===== src/rtl/axis_video_pos_slice.sv =====
// AXI4-Stream video register slice: 2-entry skid buffer, per-pixel column/row tags, geometry checks.
// Optional per-frame error counter output enabled by defining POS_SLICE_ERR_CNT_EN.
module axis_video_pos_slice #(
  parameter int DATA_W      = 24,
  parameter int ACTIVE_COLS = 1280,
  parameter int ACTIVE_ROWS = 720,
  parameter int COORD_W     = 12
) (
  input  logic               aclk,
  input  logic               areset,
  input  logic               aclken,
  input  logic [DATA_W-1:0]  s_axis_video_tdata_in,
  input  logic               s_axis_video_tvalid_in,
  input  logic               s_axis_video_tuser_in,
  input  logic               s_axis_video_tlast_in,
  output logic               s_axis_video_tready_out,
  output logic [DATA_W-1:0]  m_axis_video_tdata_out,
  output logic               m_axis_video_tvalid_out,
  output logic               m_axis_video_tuser_out,
  output logic               m_axis_video_tlast_out,
  input  logic               m_axis_video_tready_in,
  output logic [COORD_W-1:0] pix_col_out,
  output logic [COORD_W-1:0] pix_row_out,
  output logic               frame_done_out,
  output logic               err_early_eol_out,
  output logic               err_late_eol_out,
  output logic               err_rows_out
`ifdef POS_SLICE_ERR_CNT_EN
  ,
  output logic [15:0]        err_cnt_out
`endif
);

  localparam int BW = DATA_W + 2 + 2*COORD_W;
  localparam logic [COORD_W-1:0] LAST_COL = COORD_W'(ACTIVE_COLS - 1);
  localparam logic [COORD_W-1:0] LAST_ROW = COORD_W'(ACTIVE_ROWS - 1);
  localparam logic [COORD_W:0]   NUM_ROWS = (COORD_W+1)'(ACTIVE_ROWS);

  function automatic logic [COORD_W-1:0] sat_inc(input logic [COORD_W-1:0] v);
    return (&v) ? v : v + COORD_W'(1);
  endfunction

  // Beat layout: {data, user, last, col, row}
  logic [BW-1:0]      main_q, main_d, skid_q, skid_d, beat;
  logic               main_vld_q, main_vld_d, skid_vld_q, skid_vld_d;
  logic               tready_q, tready_d;
  logic [COORD_W-1:0] col_q, col_d, row_q, row_d, beat_col, beat_row;
  logic               first_q, first_d;
  logic               early_q, early_d, late_q, late_d, rows_q, rows_d;
  logic               in_acc, out_acc, main_free, rows_cond;

  assign in_acc    = s_axis_video_tvalid_in & tready_q & aclken;
  assign out_acc   = main_vld_q & m_axis_video_tready_in & aclken;
  assign main_free = ~main_vld_q | out_acc;
  assign beat_col  = s_axis_video_tuser_in ? '0 : col_q;
  assign beat_row  = s_axis_video_tuser_in ? '0 : row_q;
  assign beat      = {s_axis_video_tdata_in, s_axis_video_tuser_in, s_axis_video_tlast_in,
                      beat_col, beat_row};
  assign rows_cond = ({1'b0, row_q} != NUM_ROWS) & ~first_q;

  always_comb begin
    main_d     = main_q;
    main_vld_d = main_vld_q;
    skid_d     = skid_q;
    skid_vld_d = skid_vld_q;
    col_d      = col_q;
    row_d      = row_q;
    first_d    = first_q;
    early_d    = early_q;
    late_d     = late_q;
    rows_d     = rows_q;

    if (out_acc && skid_vld_q) begin
      main_d     = skid_q;
      main_vld_d = 1'b1;
      skid_vld_d = 1'b0;
    end else if (in_acc && main_free) begin
      main_d     = beat;
      main_vld_d = 1'b1;
    end else if (out_acc) begin
      main_vld_d = 1'b0;
    end
    if (in_acc && !main_free) begin
      skid_d     = beat;
      skid_vld_d = 1'b1;
    end

    if (in_acc) begin
      // A new frame clears the sticky flags, but a fault seen on this very beat still sets them.
      if (s_axis_video_tuser_in) begin
        early_d = 1'b0;
        late_d  = 1'b0;
        rows_d  = rows_cond;
        first_d = 1'b0;
      end
      if (s_axis_video_tlast_in && (beat_col != LAST_COL)) early_d = 1'b1;
      if (!s_axis_video_tlast_in && (beat_col == LAST_COL)) late_d = 1'b1;
      if (s_axis_video_tlast_in) begin
        col_d = '0;
        row_d = sat_inc(beat_row);
      end else begin
        col_d = sat_inc(beat_col);
        row_d = beat_row;
      end
    end

    tready_d = aclken ? ~skid_vld_d : tready_q;
  end

  always_ff @(posedge aclk or posedge areset) begin
    if (areset) begin
      main_q     <= '0;
      main_vld_q <= 1'b0;
      skid_q     <= '0;
      skid_vld_q <= 1'b0;
      tready_q   <= 1'b0;
      col_q      <= '0;
      row_q      <= '0;
      first_q    <= 1'b1;
      early_q    <= 1'b0;
      late_q     <= 1'b0;
      rows_q     <= 1'b0;
    end else begin
      main_q     <= main_d;
      main_vld_q <= main_vld_d;
      skid_q     <= skid_d;
      skid_vld_q <= skid_vld_d;
      tready_q   <= tready_d;
      col_q      <= col_d;
      row_q      <= row_d;
      first_q    <= first_d;
      early_q    <= early_d;
      late_q     <= late_d;
      rows_q     <= rows_d;
    end
  end

  assign s_axis_video_tready_out = tready_q;
  assign m_axis_video_tvalid_out = main_vld_q;
  assign m_axis_video_tdata_out  = main_q[BW-1 -: DATA_W];
  assign m_axis_video_tuser_out  = main_q[2*COORD_W+1];
  assign m_axis_video_tlast_out  = main_q[2*COORD_W];
  assign pix_col_out             = main_q[2*COORD_W-1 -: COORD_W];
  assign pix_row_out             = main_q[COORD_W-1:0];
  assign frame_done_out          = out_acc & m_axis_video_tlast_out & (pix_row_out == LAST_ROW);
  assign err_early_eol_out       = early_q;
  assign err_late_eol_out        = late_q;
  assign err_rows_out            = rows_q;

`ifdef POS_SLICE_ERR_CNT_EN
  logic [15:0] err_cnt_q, err_cnt_d;
  logic        counted_q, counted_d;
  logic        frame_end, frame_bad;

  // A frame ends at frame_done or at the next tuser; counted_q stops one frame being counted twice.
  assign frame_end = (in_acc & s_axis_video_tuser_in) | frame_done_out;
  assign frame_bad = early_q | late_q | rows_q | (in_acc & s_axis_video_tuser_in & rows_cond);

  always_comb begin
    err_cnt_d = err_cnt_q;
    counted_d = counted_q;
    if (frame_end && frame_bad && !counted_q && (err_cnt_q != 16'hFFFF))
      err_cnt_d = err_cnt_q + 16'd1;
    if (in_acc && s_axis_video_tuser_in) counted_d = 1'b0;
    else if (frame_end && frame_bad)     counted_d = 1'b1;
  end

  always_ff @(posedge aclk or posedge areset) begin
    if (areset) begin
      err_cnt_q <= '0;
      counted_q <= 1'b0;
    end else begin
      err_cnt_q <= err_cnt_d;
      counted_q <= counted_d;
    end
  end

  assign err_cnt_out = err_cnt_q;
`endif

endmodule


===== config.mk =====
export PLATFORM = sky130hd
export DESIGN_NAME = axis_video_pos_slice
export DESIGN_NICKNAME = d
export VERILOG_FILES = /design/src/rtl/axis_video_pos_slice.sv
export SDC_FILE = /design/constraint.sdc
export NUM_CORES = 1
export LEC_CHECK = 0
export BUFFER_PORTS_ARGS = -buffer_cell sky130_fd_sc_hd__buf_2
export CAP_MARGIN = 40
export CORE_ASPECT_RATIO = 2
export CORE_UTILIZATION = 40
export DETAILED_ROUTE_END_ITERATION = 8
export PLACE_DENSITY = 0.62
export SKIP_LAST_GASP = 1
export SYNTH_ARGS = -nofsm -noshare
export SYNTH_HDL_FRONTEND = slang
export SYNTH_SLANG_ARGS = --single-unit

===== constraint.sdc =====
create_clock -name aclk -period 8.8 [get_ports aclk]
set_clock_uncertainty 0.15 [all_clocks]
set_input_delay 0.44 -clock aclk [delete_from_list [all_inputs] [get_ports aclk]]
set_output_delay 0.44 -clock aclk [all_outputs]
set_load 0.01 [all_outputs]

==> results of run 1 <==
==> how the worst max path moves through the flow <==
stage / slack [ps] / endpoint / cells past startpoint / start
floorplan: 4710 / col_q[0] / 1 / areset
global placement: 5840 / skid_q[1] / 5 / aclken
detailed placement: 5780 / skid_q[0] / 5 / aclken
CTS: 5970 / skid_q[13] / 4 / s_axis_video_tready_out
global route: 5770 / skid_q[1] / 4 / s_axis_video_tready_out
finish: 5950 / skid_q[0] / 4 / s_axis_video_tready_out
==> state kept, by name (all words and copies together) (netlist names) <==
signal / cells
first_q: 1
skid_q: 50
err_rows_out: 1
err_early_eol_out: 1
col_q: 12
row_q: 12
s_axis_video_tready_out: 1
skid_vld_q: 1
err_late_eol_out: 1
m_axis_video_tvalid_out: 1
main_q: 50
==> metal layers <==
layer,vias to the layer above,part of all wire,track usage,wire length [um]
met5,-,0,0,0
met4,0,0.013,0.0780,180
met3,11,0.034,0.0458,482
met2,108,0.56,0.340,7980
met1,2402,0.40,0.219,5660
li1,2309,-,-,-
==> power groups by stage <==
stage | clock, W | sequential, W | combinational (W)
6_report | 0.000732 | 0.000927 | 0.000507
5_1_grt | 0.000773 | 0.000953 | 0.000568
4_1_cts | 0.000748 | 0.000927 | 0.000515
3_5_place_dp | 0 | 0.000937 | 0.000511
3_3_place_gp | 0 | 0.000925 | 0.000492
2_1_floorplan | 0 | 0.000960 | 0.000274
==> Yosys cell counts (2+ instances only) <==
master / instances
and4b_1: 3
nor2b_1: 6
nand2b_4: 2
mux2i_1: 5
mux2_2: 29
nand3_1: 13
buf_6: 2
nand2_1: 106
nand2b_1: 21
nand4_1: 6
xnor2_1: 4
a21oi_1: 53
a31oi_1: 26
inv_1: 8
nor2_1: 85
or3_1: 3
nor4_1: 2
ha_1: 2
nor3_1: 7
and2_1: 2
and3_1: 3
nor4_2: 2
or4_1: 2
xor2_1: 5
dfrtp_1: 130
buf_4: 2
o311ai_0: 2
buf_2: 10
a22o_1: 4
and4_1: 3
o21ai_0: 33
nor4b_1: 2
clkbuf_1: 21
==> layout make-up <==
cell class	instances	area [sq um]	share of cell area
Clock buffer	19	433	0.0595
Multi-Input combinational cell	453	2600	0.357
Timing Repair Buffer	93	503	0.0692
Sequential cell	131	3280	0.451
Inverter	8	32.5	0.00447
Clock inverter	13	184	0.0253
Tap cell	195	244	0.0335
==> kinds of logic after synthesis <==
family	share of synthesized area
multiplexers	0.0619
flip-flops	0.539
XOR/XNOR	0.0130
AND/OR/NAND/NOR	0.223
buffers and inverters	0.0354
AO/OA/AOI/OAI	0.124
adder cells (fa/ha/maj)	0.00411
==> stage by stage <==
step	cell area [sq um]	setup slack [ps]
2_1_floorplan	6080	4710
3_3_place_gp	6620	5840
3_5_place_dp	6660	5780
4_1_cts	7270	5970
5_1_grt	7270	5770
6_report	7270	5950
==> cell usage in the layout (no fill, tap or decap), drive strengths merged, types with 2 or more instances in the layout <==
| cell | synthesis | final |
|---|---|---|
| o21ai | 35 | 35 |
| or3 | 4 | 4 |
| and3 | 3 | 3 |
| and2 | 2 | 2 |
| and4 | 3 | 3 |
| nor3 | 8 | 8 |
| clkinvlp | 0 | 3 |
| xnor2 | 4 | 4 |
| a31oi | 27 | 27 |
| clkbuf | 21 | 19 |
| or4 | 2 | 2 |
| o311ai | 2 | 2 |
| clkinv | 0 | 5 |
| bufinv | 0 | 4 |
| nor2b | 6 | 6 |
| mux2i | 5 | 5 |
| ha | 2 | 2 |
| inv | 8 | 9 |
| nand2b | 23 | 23 |
| nor4 | 4 | 4 |
| a22o | 4 | 4 |
| nor4b | 3 | 3 |
| buf | 16 | 93 |
| nand2 | 107 | 107 |
| nand3 | 15 | 15 |
| and4b | 3 | 3 |
| xor2 | 5 | 5 |
| nand4 | 7 | 7 |
| mux2 | 29 | 29 |
| dfrtp | 130 | 130 |
| nor2 | 86 | 86 |
| a21oi | 53 | 53 |
==> out/results.ini, run 1 <==
[clocking]
clk_path_buf_depth = 2
cts_tree = done
clkSinkCount = 131
path_clk_slew_ps = 60
cts_buffers = 17
cts_setup_buffers = 0
clk_latency_ps = 410
cts_resized = 0
cts-htree-levels = 4
cts_hold_buf = 0
clock_tree.root_cell = clkbuf_16

[grt]
antenna_found_initial = 0
grt_pass1_vias = 4820
gr-total-overflow = 0
grt_pass1_wl_um = 23600
grt_start_max_net_pins = 65
grt_use_total = 0.194

[yosys]
synthFlopType = dfrtp_1
netlist_area_sq_um = 6080
ys_top_cells_by_area = dfrtp_1, nand2_1, mux2_2
synth.top_cell.area_share = 0.535
yosysUniqueCellTypes = 58
syn_avg_cell_area_sq_um = 9.67
synth-seq-cells = 131
yosys_warnings = 0
synthCells = 629
ys_seq_area_frac = 0.539
synth_top_area_cell = dfrtp_1
synthArstFlopShare = 1.00
syn-num-nets = 662
synth_edf_count = 0

[power_and_ir_drop]
leakagePower_nw = 3.34
p_sw_w = 0.000659
seqPwrFrac = 0.428
swShare = 0.304
power_frac_comb = 0.234
peakVddDrop_mv = 0.119
power.internal_w = 0.00151
p_clk_frac = 0.338
fin_total_pwr_w = 0.00217
p_per_area_nw_per_um2 = 298

[setup_path]
worst_path_max_delay_cell = nand3_2
crit_chain = and3_1 > nand3_2 > buf_4 > mux2_2
path_buf_inv = 1
startpoint_type = register
required_ps = 8940
rr_startpoint = s_axis_video_tready_out
reg2reg_slack_ps = 5950
crit_family = simple AND/OR/NAND/NOR gates
r2r_cells = 4
slowest_delay_ps = 700
cp_max_fo = 47
worstSetupEndpointType = register
worstPathArrival_ps = 2990
r2r_end = skid_q[0]
path_class = register to register

[run_status]
failed_checks = negative hold slack
outcome = complete, but fails checks

[placed_design]
io_buffers = 86
hpwl_um = 10000
dp.cells = 880
place_congestion = 0.836

[die]
chipHeight_um = 176
core_area_sq_um = 14800
die_x_um = 89.2
core.rowCount = 63
start_util = 0.411
pin_count = 87
die_area_sq_um = 15700

[sta]
rsz0062_at_grt = false
slew_headroom = 0.513
setup_viol = 0
fin_crit_ps = 2850
tightest_slew_ps = 730
drv_slew = 0
fin_setup_tns_ps = 0
post-route-period-util = 0.324
fmax_ghz = 0.350
fin_hold_ws_ps = -9.34
timing.final.hold_violations = 5

[flow_run]
maxCapViolations = 0

[layout]
utilization = 0.491
fin_cells = 912
nNetsFinal = 737
drive_gt1_frac = 0.237
nFillCells = 1418
diodes = 0
synthToLayoutAreaGrowth_pct = 19.5

[routing]
dr_total_vias = 4830
drt-initial-drc-count = 222
wl_per_cell_um = 15.7
viasPerCell = 5.30
route.detailed.drc = 0
drt-total-wl_um = 14300
dr.pass1.iters = 7
ant_nets = 0

[hold_path]
worstHoldPathType = input port to asynchronous set/reset pin

Power figures use the tool's default switching activity.
==> inputs of run 2 (changes only) <==
- ABC_AREA: unset -> 1
- clock period: 8.8 -> 2.66 ns (I/O delays scaled with it)
==> run 2 against run 1 <==
Largest power group unchanged. The flow now finishes without violations. Critical path depth is 5 higher. Sequential share of layout area is 3.0 points lower. Die area is 2.4% higher. Sequential power grew to 3.4 times the previous value. Combinational power grew to 3.9 times the previous value. Flip-flop and latch count stayed put. Critical path type unchanged. Clock power grew to 3.3 times the previous value. Register-to-register slack worse by 5400 ps. Power grew to 3.5 times the previous value.
==> out/results.ini, run 2 <==
[clocking]
clock_tree.root_cell = clkbuf_16
path_clk_slew_ps = 60  ; about the same
clkSinkCount = 131  ; unchanged
clk_latency_ps = 420  ; about the same
cts_buffers = 17  ; unchanged
cts_hold_buf = 27  ; +27
clk_path_buf_depth = 2  ; unchanged
cts_tree = done
cts_resized = 0  ; unchanged
cts_setup_buffers = 0  ; unchanged
cts-htree-levels = 4  ; unchanged

[sta]
rsz0062_at_grt = false
fin_crit_ps = 2080  ; -777 ps
drv_slew = 0  ; unchanged
tightest_slew_ps = 784  ; +54.6 ps
timing.final.hold_violations = 0  ; -5
post-route-period-util = 0.780  ; +0.456
fin_setup_tns_ps = 0  ; unchanged
fin_hold_ws_ps = 29.6  ; +39.0 ps
slew_headroom = 0.476  ; -0.0369
fmax_ghz = 0.482  ; +37%
setup_viol = 0  ; unchanged

[routing]
dr.pass1.iters = 4  ; -3
drt-total-wl_um = 16500  ; +15%
viasPerCell = 4.93  ; -6.9%
met2_wirelength_um = 8970  ; +12%
wl_met1_um = 6590  ; +16%
drt-initial-drc-count = 234  ; +5.4%
wl_per_cell_um = 15.0  ; -4.6%
route.detailed.drc = 0  ; unchanged
highest_layer = met4
ant_nets = 0  ; unchanged
dr_total_vias = 5436  ; +13%
wl_met3_um = 437  ; -9.3%

[yosys]
ys_top_cells_by_area = dfrtp_1, nand2_1, o21ai_0
syn-num-nets = 810  ; +22%
syn_avg_cell_area_sq_um = 8.02  ; -17%
ys_seq_area_frac = 0.526  ; -0.0129
yosys_warnings = 0  ; unchanged
synthCells = 777  ; +24%
synth_most_common_cell = nand2_1
synth-seq-cells = 131  ; unchanged
synth_edf_count = 0  ; unchanged
synthArstFlopShare = 1.00  ; unchanged
synth_top_area_cell = dfrtp_1
netlist_area_sq_um = 6230  ; +2.4%
yosysUniqueCellTypes = 38  ; -34%
synthFlopType = dfrtp_1
synth_commonest_cells = nand2_1, dfrtp_1, o21ai_0
synth.top_cell.area_share = 0.522  ; -0.0128

[die]
pin_count = 87  ; unchanged
core_area_sq_um = 15300  ; +3.2%
die_area_sq_um = 16100  ; +2.4%
start_util = 0.408  ; -0.00303
die_x_um = 90.3  ; +1.2%
chipHeight_um = 179  ; +1.2%
core.rowCount = 64  ; +1.6%

[hold_path]
hold_depth = 4
worstHoldPathType = input port to register
whs_endpoint = row_q[1]
min-delay-start = s_axis_video_tvalid_in

[setup_path]
startpoint_type = register
r2r_end = col_q[2]
cp_max_fo = 11  ; -77%
r2r_cells = 9  ; +5
required_ps = 2840  ; -6100 ps
path_class = register to register
reg2reg_slack_ps = 580  ; -5360 ps
worstSetupEndpointType = register
worstPathArrival_ps = 2250  ; -740 ps
rr_startpoint = col_q[0]

[layout]
final_cell_mix = nand2_1, dfrtp_1, o21ai_0
nFillCells = 1542  ; +8.7%
diodes = 0  ; unchanged
multi_input_area_sq_um = 2420  ; -6.9%
regArea_sq_um = 3280  ; unchanged
synthToLayoutAreaGrowth_pct = 25.0
nNetsFinal = 924  ; +25%
drive_gt1_frac = 0.186  ; -0.0513
reg_top3 = main_q (50), skid_q (50)
mostFrequentLayoutCell = nand2_1

[grt]
grt_start_max_net_pins = 53  ; -18%
grt_pass1_vias = 5538  ; +15%
grt_pass1_wl_um = 27400  ; +16%
antenna_found_initial = 0  ; unchanged
grt_use_total = 0.219  ; +0.0258
gr-total-overflow = 0  ; unchanged

[placed_design]
place_congestion = 0.877  ; +5.0%
io_buffers = 86  ; unchanged
hpwl_um = 11400  ; +13%

[flow_run]
maxCapViolations = 0  ; unchanged

[run_status]
outcome = completed

[power_and_ir_drop]
peakVddDrop_mv = 0.454  ; +280%
p_per_area_nw_per_um2 = 974  ; +230%
leakagePower_nw = 3.76  ; +13%

[run 2: per-layer routing]
layer / up-vias / track usage
li1: 2719 / -
met4: 0 / 0.106
met3: 31 / 0.0358
met1: 2574 / 0.237
met5: - / 0
met2: 112 / 0.412
[run 2: how the worst max path moves through the flow]
| stage | from | to | slack, ps | cells past startpoint |
|---|---|---|---|---|
| 6_report | col_q[0] | col_q[2] | 580 | 9 |
| 2_1_floorplan | areset | col_q[0] | 750 | 1 |
| 4_1_cts | col_q[0] | col_q[2] | 560 | 9 |
| 3_3_place_gp | s_axis_video_tuser_in | col_q[2] | 520 | 9 |
| 5_1_grt | col_q[0] | col_q[4] | 290 | 9 |
| 3_5_place_dp | s_axis_video_tuser_in | row_q[11] | 510 | 14 |
[run 2: where the power goes]
part           switching [W]  internal [W]  total (W)  leakage, nW
Sequential          0.000455       0.00273    0.00319         1.68
Combinational        0.00121      0.000784    0.00200         1.80
Clock               0.000883       0.00152    0.00240        0.283
[run 2: metrics by stage]
| step | worst slack, ps | cells | power (W) | utilization | instance area (sq um) |
|---|---|---|---|---|---|
| 6_report | 584 | 1102 | 0.00759 | 0.509 | 7790 |
| 5_1_grt | 290 | 1102 | 0.00810 | 0.509 | 7790 |
| 3_3_place_gp | 521 | 1043 | 0.00516 | 0.452 | 6910 |
| 2_1_floorplan | 755 | 777 | 0.00437 | - | 6240 |
| 3_5_place_dp | 513 | 1043 | 0.00521 | 0.452 | 6910 |
| 4_1_cts | 558 | 1102 | 0.00768 | 0.509 | 7790 |
[run 2: critical path: stages (launching register included)]
cell and delay [ps]:
dfrtp_1 350, inv_1 50, nor2_1 320, ha_1 250, inv_1 60, nor2_1 250
nand3_2 280, o21ai_0 150, nand2_1 60, o21ai_0 80
[run 2: cell families after synthesis]
| logic type | count (synthesis) | share of synthesized area |
|---|---|---|
| AND/OR/NAND/NOR | 344 | 0.234 |
| XOR/XNOR | 7 | 0.00984 |
| AO/OA/AOI/OAI | 159 | 0.138 |
| adder cells (fa/ha/maj) | 2 | 0.00401 |
| buffers and inverters | 134 | 0.0879 |
| flip-flops | 131 | 0.526 |
[run 2: area by class of cell]
type                    count  share of cell area
multi-input cells         512               0.310
well taps                 198              0.0318
inverters                  98              0.0477
repair buffers            131               0.111
clock buffers              19              0.0581
flip-flops and latches    131               0.421
clock inverters            13              0.0204
